$ cat config.mk
export PLATFORM = sky130hd
export DESIGN_NAME = gnr_node_param_flat
export DESIGN_NICKNAME = d
export VERILOG_FILES = /design/src/rtl/gnr_pkg.sv /design/src/rtl/gnr_node_param_if.sv /design/src/rtl/gnr_node_eval.sv /design/src/rtl/gnr_node_param.sv /design/src/flat_wrapper.sv
export SDC_FILE = /design/constraint.sdc
export NUM_CORES = 1
export LEC_CHECK = 0
export CORE_MARGIN = 5
export CORE_UTILIZATION = 50
export DETAILED_ROUTE_END_ITERATION = 12
export PLACE_DENSITY_LB_ADDON = 0.1
export SYNTH_ARGS = -nofsm -noshare
export SYNTH_HDL_FRONTEND = slang
export SYNTH_SLANG_ARGS = --single-unit
$ cat constraint.sdc
create_clock -name clk -period 1.9 [get_ports clk]
set_input_delay 0.38 -clock clk [delete_from_list [all_inputs] [get_ports clk]]
set_output_delay 0.38 -clock clk [all_outputs]
set_load 0.005 [all_outputs]
$ cat src/rtl/gnr_pkg.sv
// gnr_pkg: shared definitions for the GNR gene-node datapath.
//   - mode encodings for the node update rule
//   - th_width(): signed width needed to hold popcount(act) - popcount(inh)
//   - popcount(): population count over a zero-extended vector (up to POPCNT_W bits)
package gnr_pkg;

  typedef enum logic [1:0] {
    MODE_AND    = 2'd0,
    MODE_OR     = 2'd1,
    MODE_THRESH = 2'd2,
    MODE_HOLD   = 2'd3
  } gnr_mode_e;

  localparam int POPCNT_W = 32;

  // Room for +/-N_IN: magnitude bits plus one sign bit.
  function automatic int th_width(input int n_in);
    return $clog2(n_in + 1) + 1;
  endfunction

  function automatic int unsigned popcount(input logic [POPCNT_W-1:0] v);
    int unsigned n;
    n = 0;
    for (int k = 0; k < POPCNT_W; k++) begin
      n += 32'(v[k]);
    end
    return n;
  endfunction

endpackage

$ cat src/rtl/gnr_node_param_if.sv
// gnr_node_param_if: control/data bundle between the network scheduler,
// neighbouring nodes and one gnr_node_param instance.
//   master : scheduler side (drives re-init, steps, inputs, rule config; reads state)
//   slave  : node side
// Signals:
//   reset_nos  synchronous network re-init      init_state per-copy init value
//   start_s    per-copy step pulse               in_s       regulator states, copy c at [c*N_IN +: N_IN]
//   mask_act   activator mask                    mask_inh   inhibitor mask (wins over mask_act)
//   mode       rule select (gnr_mode_e values)   threshold  signed THRESH limit
//   delay      skipped steps between updates     s/changed/stable  node outputs per copy
interface gnr_node_param_if
  import gnr_pkg::*;
#(
  parameter int N_IN    = 4,
  parameter int N_CH    = 2,
  parameter int DELAY_W = 4,
  parameter int TH_W    = th_width(N_IN)
);

  logic                     reset_nos;
  logic [N_CH-1:0]          init_state;
  logic [N_CH-1:0]          start_s;
  logic [N_CH*N_IN-1:0]     in_s;
  logic [N_IN-1:0]          mask_act;
  logic [N_IN-1:0]          mask_inh;
  logic [1:0]               mode;
  logic signed [TH_W-1:0]   threshold;
  logic [DELAY_W-1:0]       delay;
  logic [N_CH-1:0]          s;
  logic [N_CH-1:0]          changed;
  logic [N_CH-1:0]          stable;

  modport master (
    output reset_nos, init_state, start_s, in_s, mask_act, mask_inh, mode, threshold, delay,
    input  s, changed, stable
  );

  modport slave (
    input  reset_nos, init_state, start_s, in_s, mask_act, mask_inh, mode, threshold, delay,
    output s, changed, stable
  );

endinterface

$ cat src/rtl/gnr_node_eval.sv
// gnr_node_eval: combinational next-state rule for one node copy.
// Ports:
//   in_v       regulator states for this copy
//   mask_act   activator mask; mask_inh inhibitor mask (inhibitor wins on overlap)
//   mode       MODE_AND / MODE_OR / MODE_THRESH / MODE_HOLD
//   threshold  signed limit for MODE_THRESH
//   cur        current state of this copy (returned in MODE_HOLD)
//   next       evaluated next state
module gnr_node_eval
  import gnr_pkg::*;
#(
  parameter int N_IN = 4,
  parameter int TH_W = th_width(N_IN)
) (
  input  logic [N_IN-1:0]        in_v,
  input  logic [N_IN-1:0]        mask_act,
  input  logic [N_IN-1:0]        mask_inh,
  input  logic [1:0]             mode,
  input  logic signed [TH_W-1:0] threshold,
  input  logic                   cur,
  output logic                   next
);

  logic [N_IN-1:0]        act_eff;
  logic [N_IN-1:0]        a_v;
  logic [N_IN-1:0]        i_v;
  logic signed [TH_W-1:0] pc_a;
  logic signed [TH_W-1:0] pc_i;
  logic signed [TH_W-1:0] diff;
  logic                   and_act;

  // An input flagged in both masks counts only as an inhibitor.
  assign act_eff = mask_act & ~mask_inh;
  assign a_v     = in_v & act_eff;
  assign i_v     = in_v & mask_inh;

  // Non-activator positions are forced to 1, so AND with no activators is true.
  assign and_act = &(in_v | ~act_eff);

  // TH_W holds +/-N_IN, so the subtraction cannot overflow.
  assign pc_a = TH_W'(popcount(POPCNT_W'(a_v)));
  assign pc_i = TH_W'(popcount(POPCNT_W'(i_v)));
  assign diff = pc_a - pc_i;

  always_comb begin
    next = cur;
    case (mode)
      MODE_AND:    next = and_act & ~(|i_v);
      MODE_OR:     next = (|a_v) & ~(|i_v);
      MODE_THRESH: next = (diff >= threshold);
      default:     next = cur;
    endcase
  end

endmodule

$ cat src/rtl/gnr_node_param.sv
// gnr_node_param: N_CH independent copies of one Boolean-network gene node.
// Each copy evaluates its rule (gnr_node_eval) and updates on start_s[c],
// gated by a per-copy step-skip down-counter reloaded from delay.
// Ports:
//   clk   clock, rising edge
//   rst   asynchronous reset, active-high
//   bus   gnr_node_param_if.slave (re-init, steps, inputs, config, s/changed/stable)
// Build option:
//   GNR_STABLE_DETECT_EN  defined   -> per-copy run counters drive stable
//                         undefined -> stable tied to 0
module gnr_node_param
  import gnr_pkg::*;
#(
  parameter int N_IN         = 4,
  parameter int N_CH         = 2,
  parameter int DELAY_W      = 4,
  parameter int STABLE_LIMIT = 8
) (
  input  logic             clk,
  input  logic             rst,
  gnr_node_param_if.slave  bus
);

  localparam int TH_W = th_width(N_IN);

  if (N_IN < 1 || N_IN > POPCNT_W) begin : g_bad_n_in
    $error("gnr_node_param: N_IN must be in 1..%0d", POPCNT_W);
  end
  if (STABLE_LIMIT < 1) begin : g_bad_limit
    $error("gnr_node_param: STABLE_LIMIT must be >= 1");
  end

  logic [N_CH-1:0]               s_q;
  logic [N_CH-1:0]               changed_q;
  logic [N_CH-1:0]               next_s;
  logic [N_CH-1:0][DELAY_W-1:0]  cnt;

  for (genvar c = 0; c < N_CH; c++) begin : g_eval
    gnr_node_eval #(
      .N_IN (N_IN),
      .TH_W (TH_W)
    ) u_eval (
      .in_v      (bus.in_s[c*N_IN +: N_IN]),
      .mask_act  (bus.mask_act),
      .mask_inh  (bus.mask_inh),
      .mode      (bus.mode),
      .threshold (bus.threshold),
      .cur       (s_q[c]),
      .next      (next_s[c])
    );
  end

  // cnt==0 means the next step performs an update; delay is only sampled then.
  always_ff @(posedge clk or posedge rst) begin
    if (rst) begin
      s_q       <= '0;
      changed_q <= '0;
      cnt       <= '0;
    end else if (bus.reset_nos) begin
      s_q       <= bus.init_state;
      changed_q <= '0;
      cnt       <= '0;
    end else begin
      for (int c = 0; c < N_CH; c++) begin
        changed_q[c] <= 1'b0;
        if (bus.start_s[c]) begin
          if (cnt[c] == '0) begin
            s_q[c]       <= next_s[c];
            cnt[c]       <= bus.delay;
            changed_q[c] <= next_s[c] ^ s_q[c];
          end else begin
            cnt[c] <= cnt[c] - DELAY_W'(1);
          end
        end
      end
    end
  end

  assign bus.s       = s_q;
  assign bus.changed = changed_q;

`ifdef GNR_STABLE_DETECT_EN
  localparam int RUN_W = $clog2(STABLE_LIMIT + 1);
  localparam logic [RUN_W-1:0] RUN_LIM = RUN_W'(STABLE_LIMIT);

  logic [N_CH-1:0][RUN_W-1:0] run;
  logic [N_CH-1:0][RUN_W-1:0] run_nxt;
  logic [N_CH-1:0]            stable_q;

  // Only performed updates touch run; skipped steps leave it alone.
  always_comb begin
    run_nxt = run;
    for (int c = 0; c < N_CH; c++) begin
      if (bus.start_s[c] && (cnt[c] == '0)) begin
        if (next_s[c] != s_q[c]) begin
          run_nxt[c] = '0;
        end else if (run[c] < RUN_LIM) begin
          run_nxt[c] = run[c] + RUN_W'(1);
        end
      end
    end
  end

  always_ff @(posedge clk or posedge rst) begin
    if (rst) begin
      run      <= '0;
      stable_q <= '0;
    end else if (bus.reset_nos) begin
      run      <= '0;
      stable_q <= '0;
    end else begin
      run <= run_nxt;
      for (int c = 0; c < N_CH; c++) begin
        stable_q[c] <= (run_nxt[c] >= RUN_LIM);
      end
    end
  end

  assign bus.stable = stable_q;
`else
  assign bus.stable = '0;
`endif

endmodule
$ cat src/flat_wrapper.sv
// flat-port wrapper written by rule: the top's interface ports become plain ports
module gnr_node_param_flat import gnr_pkg::*;
#(
  parameter int N_IN         = 4,
  parameter int N_CH         = 2,
  parameter int DELAY_W      = 4,
  parameter int STABLE_LIMIT = 8
)
  (clk, rst, bus_reset_nos, bus_init_state, bus_start_s, bus_in_s, bus_mask_act, bus_mask_inh, bus_mode, bus_threshold, bus_delay, bus_s, bus_changed, bus_stable);
  gnr_node_param_if #(.N_IN(N_IN), .N_CH(N_CH), .DELAY_W(DELAY_W)) bus_i ();
  input  logic clk;
  input  logic rst;
  input wire logic [$bits(bus_i.reset_nos)-1:0] bus_reset_nos;
  input wire logic [$bits(bus_i.init_state)-1:0] bus_init_state;
  input wire logic [$bits(bus_i.start_s)-1:0] bus_start_s;
  input wire logic [$bits(bus_i.in_s)-1:0] bus_in_s;
  input wire logic [$bits(bus_i.mask_act)-1:0] bus_mask_act;
  input wire logic [$bits(bus_i.mask_inh)-1:0] bus_mask_inh;
  input wire logic [$bits(bus_i.mode)-1:0] bus_mode;
  input wire logic [$bits(bus_i.threshold)-1:0] bus_threshold;
  input wire logic [$bits(bus_i.delay)-1:0] bus_delay;
  output wire logic [$bits(bus_i.s)-1:0] bus_s;
  output wire logic [$bits(bus_i.changed)-1:0] bus_changed;
  output wire logic [$bits(bus_i.stable)-1:0] bus_stable;
  assign bus_i.reset_nos = bus_reset_nos;
  assign bus_i.init_state = bus_init_state;
  assign bus_i.start_s = bus_start_s;
  assign bus_i.in_s = bus_in_s;
  assign bus_i.mask_act = bus_mask_act;
  assign bus_i.mask_inh = bus_mask_inh;
  assign bus_i.mode = bus_mode;
  assign bus_i.threshold = bus_threshold;
  assign bus_i.delay = bus_delay;
  assign bus_s = bus_i.s;
  assign bus_changed = bus_i.changed;
  assign bus_stable = bus_i.stable;
  gnr_node_param #(.N_IN(N_IN), .N_CH(N_CH), .DELAY_W(DELAY_W), .STABLE_LIMIT(STABLE_LIMIT)) u_core (.clk(clk), .rst(rst), .bus(bus_i));
endmodule
==> key figures, run 1 <==
CTS
  • Worst-Skew Late Latency: 0.28 ns
  • CTS tree: built
  • Sink Count: 12
  • Total CTS buffers: 3
  • Clock Path Buffers: 2
  • Root buffer cell: clkbuf_4
  • Worst-path clk slew: around 0.08 ns
  • H-tree Lvls: 1

Routing
  • Final ANT Viol Nets: 0
  • DR pass1 iterations: 4
  • Drt wl/cell: about 15 um
  • Residual DRC count: 0
  • Avg Vias per Cell: 5.40
  • Total Wirelength: 4790 um
  • First DRT Iteration DRCs: 85
  • Total number of vias: around 1700

STA
  • Post-route clock period utilization: 203%
  • Achievable Freq: approximately 0.26 GHz
  • Clk_skew: 0.00111 ns
  • Final setup viols: 4
  • Setup ws final: -1.95 ns
  • Fin. Hold Viols: 0
  • Max-slew violation count: 0
  • Crit path time final: approximately 3.9 ns
  • RSZ-0062 raised after global routing: yes

Power and ir drop
  • Power per cell area: between 500 and 600 mW/mm^2
  • Clock power share: approximately 15%
  • Switching portion of total power: about two fifths
  • Part of the power in combinational logic: between 60% and 70%
  • Pleak: around 0.0012 uW
  • Net Sw Power: 566 uW
  • Cell Int Power: ~900 uW
  • Peak supply drop: 0.556 mV
  • Sequential share of power: between 20% and 30%

Global routing
  • Pin count of the biggest net entering global routing: 14
  • Antenna violations before repair: 0
  • GRT Util Overall: 23.2%
  • Number of global-route vias before repair: roughly 1800
  • First-pass GRT wire length: around 7900 um
  • Grt ovf: 0

Placed design
  • Pre-CTS setup slack: -2.70 ns
  • Port Buffers: 36
  • RePlAce Congestion: approximately 0.87
  • Post-DP HPWL: between 3000 and 4000 um
  • Placed Instances: between 300 and 400

Setup path
  • WP buf/inv: 4
  • Crit path kind: input pin to flip-flop
  • Setup crit end kind: flip-flop
  • Cell family with most CP delay: adder cells
  • CP max stage cell: fa_2
  • CP peak stage delay: around 0.52 ns
  • CP Data Required Time: 2.07 ns
  • Crit-path cells: buf_2 -> and2_4 -> fa_1 -> fa_1 -> inv_2 -> fa_1 -> ha_2 -> inv_2 -> fa_2 -> inv_2 -> ha_4 -> o21ai_2 -> o211ai_1 -> nand3_1 -> nor3b_2 -> or3_1
  • CP startpoint kind: input pin
  • Critical Path AT: ~4.0 ns
  • Max Fanout on Critical Path: 2

Synth
  • Synth top area cells: dfrtp_1 19%, fa_1 12%, ha_1 12%
  • Synth Register Bits: 12
  • Main flop type after synthesis: dfrtp_1
  • Synth area leader: dfrtp_1
  • Synth Warn #: 0
  • Async set-reset flop share out of synthesis: 100%
  • Synthesized instance count: 193
  • Top cell type's share of synthesized area: roughly a fifth
  • Synthesized area: 0.00161 mm^2
  • Synth unique cells: 45
  • Post-synthesis sequential area ratio: a little under a fifth
  • Post-Syn Area per Cell: around 8.3 um^2
  • Post-synth EDFFs: 0

Final layout
  • Final nets: 333
  • Diodes inserted: 0
  • Layout cells sized above 1: approximately 33%
  • Commonest non-fill, non-tap cell in the layout: buf_4
  • Core Util, Final: about four fifths
  • Fin cells: 317
  • Commonest cells after routing, fill and taps aside: 43 x buf_4, 26 x inv_1, 26 x clkdlybuf4s50_1, 15 x nand2_1
  • Area Overhead vs Synth: 53.0%

Floorplanning
  • # IOs: 39
  • Floorplan die width: between 60 and 70 um
  • Starting Density: between 50% and 60%
  • Core ar.: a little over 0.003 mm^2
  • # rows: 20
  • Die Y-Extent: 66.7 um
  • Die footprint: about 0.0044 mm^2

Run status
  • Failing checks: setup timing
  • Status: finished with violations

Flow run
  • Max Cap Violations: 0

Worst hold path
  • Worst hold path class: input pin to asynchronous set/reset pin
==> what timing repair did <==
action                                  CTS  global route
hold buffers                              0             0
endpoints found under the setup margin    4             5
gates resized for setup                  52             7
setup buffers                             6             3
pin swaps                                20            16
==> cell families after synthesis <==
family	Yosys count	synth area share, %
AOI/OAI and AO/OA	36	16.3
other	1	0.233
and+or+nand+nor	74	26.3
muxes	4	2.65
DFF	12	18.7
adders and majority gates	26	24.9
xor gates and xnor gates	2	1.09
buffers and inverters	38	9.88
==> registers in the layout (all words and copies together), names as in the netlist <==
register / cells
u_core.cnt: 8
u_core.bus.changed: 2
u_core.bus.s: 2
==> power groups by stage <==
stage	logic (uW)	clock network [uW]	registers (uW)
final	917	214	331
after global routing	1030	220	336
after CTS	899	211	328
after detailed placement	803	0	332
after global placement	741	0	329
after floorplan	498	0	323
==> per-stage QoR <==
step | power (uW) | instance area, um^2 | setup TNS [ns] | hold WS [ns]
floorplan | 821 | 1630 | -7.21 | 0.245
global placement | 1070 | 2290 | -9.89 | 0.478
detailed placement | 1140 | 2290 | -10.28 | 0.496
CTS | 1440 | 2430 | -7.59 | 0.425
global route | 1590 | 2460 | -7.87 | 0.476
finish | 1460 | 2460 | -7.27 | 0.402
==> path summary, 6_finish.rpt <==
| path | startpoint | to | slack (ns) | depth (start not counted) |
|---|---|---|---|---|
| worst max-delay path | bus_in_s[1] | u_core.bus.changed[0]$_DFF_PP0_ | -1.95 | 16 |
| worst min-delay path | rst | u_core.cnt[4]$_DFFE_PP0P_ | 0.40 | 2 |
| min in group clk | u_core.cnt[7]$_DFFE_PP0P_ | u_core.cnt[7]$_DFFE_PP0P_ | 0.51 | 1 |
| max in group asynchronous | rst | u_core.cnt[7]$_DFFE_PP0P_ | 1.18 | 2 |
| worst max register to register | u_core.cnt[0]$_DFFE_PP0P_ | u_core.bus.changed[0]$_DFF_PP0_ | 0.08 | 6 |
| worst min register to register | u_core.cnt[7]$_DFFE_PP0P_ | u_core.cnt[7]$_DFFE_PP0P_ | 0.51 | 1 |
==> cells in the mapped netlist, drive strengths merged, types with 2 or more instances <==
| cell | n |
|---|---|
| ha | 16 |
| fa | 10 |
| nor3b | 8 |
| mux2i | 2 |
| o21ai | 5 |
| xor2 | 2 |
| dfrtp | 12 |
| and2 | 6 |
| nor3 | 2 |
| and3b | 4 |
| and3 | 2 |
| o31a | 2 |
| nand2 | 17 |
| or3 | 3 |
| nor2 | 9 |
| nand3 | 4 |
| mux2 | 2 |
| nand2b | 9 |
| o211ai | 2 |
| buf | 5 |
| nor2b | 5 |
| a22oi | 2 |
| nand4 | 2 |
| a21oi | 11 |
| a311oi | 3 |
| inv | 32 |
==> per-layer routing <==
metal | GRT usage (%) | wire (um) | vias to the layer above
met5 | 0 | 0 | -
met1 | 22.6 | 1760 | 807
met3 | 2.53 | 209 | 25
met4 | 10.4 | 217 | 0
met2 | 47.5 | 2610 | 69
li1 | - | - | 812
==> area by class of cell <==
class	instances	area, um^2
Inverter	32	120
Tap cell	44	55.1
Timing Repair Buffer	81	707
Multi-Input combinational cell	144	1240
Sequential cell	12	300
Fill cell	210	618
Clock buffer	4	36.3
No activity file was read; power rests on OpenSTA's default activity.
==> run 2: changes to the inputs <==
CORE_MARGIN = 1.5   (was 5)
GPL_TIMING_DRIVEN = 1   (was not set)
==> run 2 against run 1 <==
The run still ends with setup timing left. Worst hold slack improved by 0.011 ns. Worst setup slack got worse by 0.089 ns. Fmax decreased by 2.3%. Clock-buffer cell count decreased by 1. Clock power decreased by 25%. Largest power group unchanged. Die area decreased by 20%. Register-to-register slack got worse by 0.03 ns. Critical path type unchanged. Critical path depth unchanged. Largest cell class unchanged. Routed wire length decreased by 5.2%. Clock skew increased by 0.0038 ns.
==> key figures, run 2 (synthesized netlist as in run 1, its figures left out) <==
Routing
  • Drt wl/cell: approximately 14 um
  • Avg Vias per Cell: approximately 5.3
  • First DRT Iteration DRCs: 56
  • Total number of vias: ~1700
  • Total Wirelength: between 4000 and 5000 um
  • DR pass1 iterations: 4
  • Residual DRC count: 0
  • Final ANT Viol Nets: 0

Setup path
  • FF-to-FF path depth: 8
  • CP Data Required Time: between 2 and 2.5 ns
  • Instance count on the critical path: 16
  • WP buf/inv: 4
  • Crit-path cells: buf_6 -> and2_4 -> fa_1 -> fa_1 -> inv_2 -> fa_1 -> ha_2 -> inv_2 -> fa_2 -> inv_2 -> ha_4 -> o21ai_2 -> o211ai_1 -> nand3_1 -> nor3b_2 -> or3_1
  • CP peak stage delay: 0.53 ns
  • Critical Path AT: about 4 ns
  • Cell family with most CP delay: adder cells
  • Crit path kind: input pin to flip-flop
  • Setup crit end kind: flip-flop
  • Max Fanout on Critical Path: 3
  • CP startpoint kind: input pin
  • CP max stage cell: fa_2

Floorplanning
  • Die footprint: 0.00356 mm^2
  • Starting Density: a little over half
  • # IOs: 39
  • Core ar.: 0.00305 mm^2
  • Die Y-Extent: around 60 um
  • # rows: 20
  • Floorplan die width: approximately 60 um

Global routing
  • First-pass GRT wire length: 7580 um
  • Pin count of the biggest net entering global routing: 14
  • GRT Util Overall: ~28%
  • Number of global-route vias before repair: ~1800
  • Grt ovf: 0
  • Antenna violations before repair: 0

CTS
  • CTS Hold Bufs: 0
  • Root buffer cell: clkbuf_4
  • Worst-path clk slew: approximately 0.08 ns
  • Worst-Skew Late Latency: approximately 0.27 ns
  • Sink Count: 12
  • Total CTS buffers: 3
  • H-tree Lvls: 1
  • Clock Path Buffers: 2
  • CTS tree: built

Final layout
  • Largest register FFs: 8
  • Diodes inserted: 0
  • Layout cells sized above 1: a little under a third
  • Commonest cells after routing, fill and taps aside: 42 x buf_4, 27 x inv_1, 25 x clkdlybuf4s50_1, 15 x nand2_1
  • Commonest non-fill, non-tap cell in the layout: buf_4
  • Most flops, register: u_core.cnt
  • Final nets: 333
  • Area Overhead vs Synth: 52.3%

STA
  • Clk_skew: between 0.004 and 0.005 ns
  • Post-route clock period utilization: 208%
  • RSZ-0062 raised after global routing: yes
  • Achievable Freq: approximately 0.25 GHz
  • Fin Setup TNS: -7.35 ns
  • Setup ws final: -2.04 ns
  • Final setup viols: 4
  • Crit path time final: roughly 4 ns
  • Fin. Hold Viols: 0
  • Max-slew violation count: 0

Run status
  • Status: finished with violations
  • Failing checks: setup timing

Power and ir drop
  • Cell Int Power: 848 uW
  • Peak supply drop: approximately 0.49 mV
  • Post-route total power: between 1000 and 1500 uW
  • Pleak: around 0.0012 uW
  • Sequential share of power: approximately a quarter
  • Part of the power in combinational logic: between 60 and 70%
  • Clock power share: between 10% and 20%
  • Switching portion of total power: roughly two fifths
  • Power per cell area: ~570 mW/mm^2
  • Net Sw Power: about 540 uW

Worst hold path
  • Worst hold path class: input pin to asynchronous set/reset pin

Placed design
  • Post-DP HPWL: approximately 3600 um
  • Port Buffers: 36
  • RePlAce Congestion: ~0.83

Flow run
  • Max Cap Violations: 0
run 2: worst paths after layout:
path                                                start                               to  slack (ns)
worst min-delay path                                  rst  u_core.bus.changed[1]$_DFF_PP0_        0.41
min in group clk                u_core.cnt[7]$_DFFE_PP0P_        u_core.cnt[7]$_DFFE_PP0P_        0.50
worst min register to register  u_core.cnt[7]$_DFFE_PP0P_        u_core.cnt[7]$_DFFE_PP0P_        0.50
worst max-delay path                      bus_mask_inh[1]  u_core.bus.changed[0]$_DFF_PP0_       -2.04
worst max register to register  u_core.cnt[0]$_DFFE_PP0P_  u_core.bus.changed[0]$_DFF_PP0_        0.05
max in group asynchronous                             rst        u_core.cnt[5]$_DFFE_PP0P_        1.15
run 2: area by class of cell:
cell class	instances	area [um^2]
inverters	32	120
clock buffers	3	22.5
multi-input cells	144	1240
fillers	217	604
flip-flops and latches	12	300
well taps	44	55.1
repair buffers	81	712
run 2: what timing repair did:
item | 4_1_cts | 5_1_grt
resized for setup | 47 | 10
pin swaps | 19 | 13
setup endpoints to repair | 4 | 4
buffers inserted | 6 | 2
gates cloned | 0 | 0
run 2: per-layer routing:
metal	global-route usage [%]	vias up	part of all wire, %
met5	0	-	0
met4	3.49	0	0.46
met1	36.2	792	44
li1	-	814	-
met2	50.8	53	51
met3	4.55	2	4.0
run 2: through the flow:
stage	area, um^2	cells	hold slack, ns	setup slack [ns]	util [%]
5_1_grt	2450	316	0.469	-2.16	80.2
3_3_place_gp	2290	305	0.475	-2.60	74.9
3_5_place_dp	2290	305	0.494	-2.71	74.9
6_report	2450	316	0.413	-2.04	80.2
2_1_floorplan	1630	194	0.245	-2.05	-
4_1_cts	2390	314	0.427	-2.16	78.2
run 2: power by group through the flow:
| stage | sequential, uW | combinational [uW] | clock, uW |
|---|---|---|---|
| 4_1_cts | 327 | 861 | 165 |
| 3_3_place_gp | 328 | 741 | 0 |
| 3_5_place_dp | 332 | 789 | 0 |
| 5_1_grt | 335 | 1010 | 178 |
| 6_report | 329 | 902 | 160 |
| 2_1_floorplan | 323 | 498 | 0 |
run 2: worst reg2reg max path: stages, from the launching register on:
cell	delay [ns]
dfrtp_1	0.43
inv_1	0.09
ha_1	0.24
nor4bb_1	0.16
buf_4	0.14
nand2_1	0.09
nor2_1	0.06
and3_1	0.17
or3_1	0.35
==> run 3: changes to the inputs <==
REMOVE_ABC_BUFFERS = 1   (was not set)
==> run 3 against run 2 <==
The run still ends with setup timing left. Clock-buffer cell count is the same. Routed wire length shrank 6.3%. Sequential share of layout area grew 0.35 points. First-iteration DRC count grew 32%. Final cell count shrank 2.5%. Register-to-register slack gained 0.07 ns. Clock power is essentially flat. Critical path type unchanged. Largest cell class unchanged. Largest power group unchanged.
==> key figures, run 3 (synthesized netlist as in run 1, its figures left out) <==
Routing
  • Residual DRC count: 0
  • First DRT Iteration DRCs: between 70 and 80
  • Avg Vias per Cell: approximately 5.2
  • DR pass1 iterations: 4
  • Total number of vias: about 1600
  • Total Wirelength: roughly 4300 um
  • Drt wl/cell: between 10 and 15 um
  • Final ANT Viol Nets: 0

Global routing
  • First-pass GRT wire length: 6820 um
  • Number of global-route vias before repair: 1498
  • Pin count of the biggest net entering global routing: 14
  • Grt ovf: 0
  • Antenna violations before repair: 0
  • GRT Util Overall: roughly 25%

Final layout
  • Commonest non-fill, non-tap cell in the layout: buf_4
  • Most flops, register: u_core.cnt
  • Commonest cells after routing, fill and taps aside: 35 x buf_4, 26 x inv_1, 26 x clkdlybuf4s50_1, 16 x nand2_1
  • Largest register FFs: 8
  • Layout cells sized above 1: between 20% and 30%
  • Cell area after layout: around 0.0024 mm^2
  • Area Overhead vs Synth: 48.0%
  • Diodes inserted: 0
  • Final nets: between 300 and 400

STA
  • Max-slew violation count: 0
  • Setup ws final: -2.06 ns
  • Crit path time final: 3.96 ns
  • WHS: approximately 0.43 ns
  • Post-route clock period utilization: 208%
  • Final setup viols: 4
  • RSZ-0062 raised after global routing: yes
  • Clk_skew: between 0.004 and 0.005 ns
  • Achievable Freq: about 0.25 GHz
  • Fin. Hold Viols: 0

Setup path
  • FF-to-FF path depth: 6
  • Critical path origin: bus_mask_act[2]
  • Setup crit end kind: flip-flop
  • Crit-path cells: clkdlybuf4s50_1 -> nor2b_4 -> nand2_1 -> fa_1 -> inv_2 -> fa_1 -> ha_2 -> inv_2 -> fa_2 -> inv_2 -> ha_4 -> o21ai_2 -> o211ai_1 -> nand3_1 -> nor3b_2 -> or3_1
  • Instance count on the critical path: 16
  • Worst path most repeated cell: inv_2
  • Reg-to-reg setup timing slack: roughly 0.12 ns
  • Critical Path AT: between 4 and 5 ns
  • CP max stage cell: fa_1
  • Critical R2R Capture: u_core.bus.changed[0]$_DFF_PP0_
  • Worst setup path end: u_core.bus.changed[0]$_DFF_PP0_
  • CP peak stage delay: 0.54 ns
  • Cell family with most CP delay: adder cells
  • Max Fanout on Critical Path: 2
  • Crit path kind: input pin to flip-flop
  • WP buf/inv: 4
  • Worst reg2reg path startpoint: u_core.cnt[0]$_DFFE_PP0P_
  • CP startpoint kind: input pin
  • CP Data Required Time: around 2 ns

Run status
  • Status: finished with violations
  • Failing checks: setup timing

Placed design
  • Post-DP HPWL: between 3000 and 4000 um
  • Pre-CTS setup slack: -2.82 ns
  • Placed cell area: between 0.002 and 0.0025 mm^2
  • RePlAce Congestion: 0.813
  • Port Buffers: 36

CTS
  • Sink Count: 12
  • Worst-path clk slew: approximately 0.08 ns
  • Root buffer cell: clkbuf_4
  • Total CTS buffers: 3
  • H-tree Lvls: 1
  • CTS tree: built
  • Worst-Skew Late Latency: around 0.27 ns
  • Clock Path Buffers: 2
  • CTS Hold Bufs: 0

Floorplanning
  • Die Y-Extent: 59.7 um
  • Starting Density: between 50% and 60%
  • # rows: 20
  • Core ar.: a little over 0.003 mm^2
  • Die footprint: about 0.0036 mm^2
  • # IOs: 39
  • Floorplan die width: between 50 and 60 um

Power and ir drop
  • Pleak: roughly 0.0012 uW
  • Power per cell area: 575 mW/mm^2
  • Post-route total power: about 1400 uW
  • Peak supply drop: 0.462 mV

Worst hold path
  • Worst hold path class: input pin to asynchronous set/reset pin

Flow run
  • Max Cap Violations: 0
run 3: metal layers:
metal  wire length (um)  track usage [%]  part of all wire [%]  vias to the layer above
met5                  0                0                     0                        -
met4                  0             1.59                     0                        0
met3                173             4.55                   4.1                        0
met2               2050             41.3                    48                       38
met1               2040             36.6                    48                      758
li1                   -                -                     -                      799
run 3: worst min path at each step:
stage	start	to	slack, ns	cells after the start
3_5_place_dp	u_core.cnt[7]$_DFFE_PP0P_	u_core.cnt[7]$_DFFE_PP0P_	0.49	1
6_report	rst	u_core.cnt[1]$_DFFE_PP0P_	0.43	2
4_1_cts	rst	u_core.cnt[1]$_DFFE_PP0P_	0.45	2
5_1_grt	rst	u_core.cnt[2]$_DFFE_PP0P_	0.47	2
2_1_floorplan	rst	u_core.bus.changed[0]$_DFF_PP0_	0.24	1
3_3_place_gp	u_core.cnt[7]$_DFFE_PP0P_	u_core.cnt[7]$_DFFE_PP0P_	0.48	1
run 3: layout make-up:
cell class	instances	area, um^2
Clock buffer	3	22.5
Multi-Input combinational cell	144	1240
Inverter	32	120
Timing Repair Buffer	73	643
Fill cell	238	673
Sequential cell	12	300
Tap cell	44	55.1
run 3: worst register-to-register path, delay by kind of cell, from the launching register on:
kind / cells / cell delay (ns)
simple gates: 3 / 0.71
buf+inv: 1 / 0.10
fa+ha+maj: 1 / 0.21
flops: 1 / 0.42
compound gates: 1 / 0.27
run 3: repair_timing:
item / 4_1_cts / 5_1_grt
setup endpoints to repair: 4 / 5
resized for setup: 55 / 11
pin swaps: 24 / 13
setup buffers: 1 / 3
run 3: metrics by stage:
| stage | util [%] | cells | TNS (ns) |
|---|---|---|---|
| after floorplan | - | 188 | -7.78 |
| after CTS | 76.1 | 306 | -7.73 |
| after detailed placement | 73.5 | 302 | -10.79 |
| final | 78.0 | 308 | -7.69 |
| after global placement | 73.5 | 302 | -10.38 |
| after global routing | 78.0 | 308 | -8.25 |
run 3: where the power goes:
group          internal (uW)  total (uW)  leakage [uW]  switching, uW
logic                    462         878      0.000986            416
clock network           73.3         160     0.0000138           86.4
registers                292         332      0.000158           39.6
total                    828        1370       0.00116            542
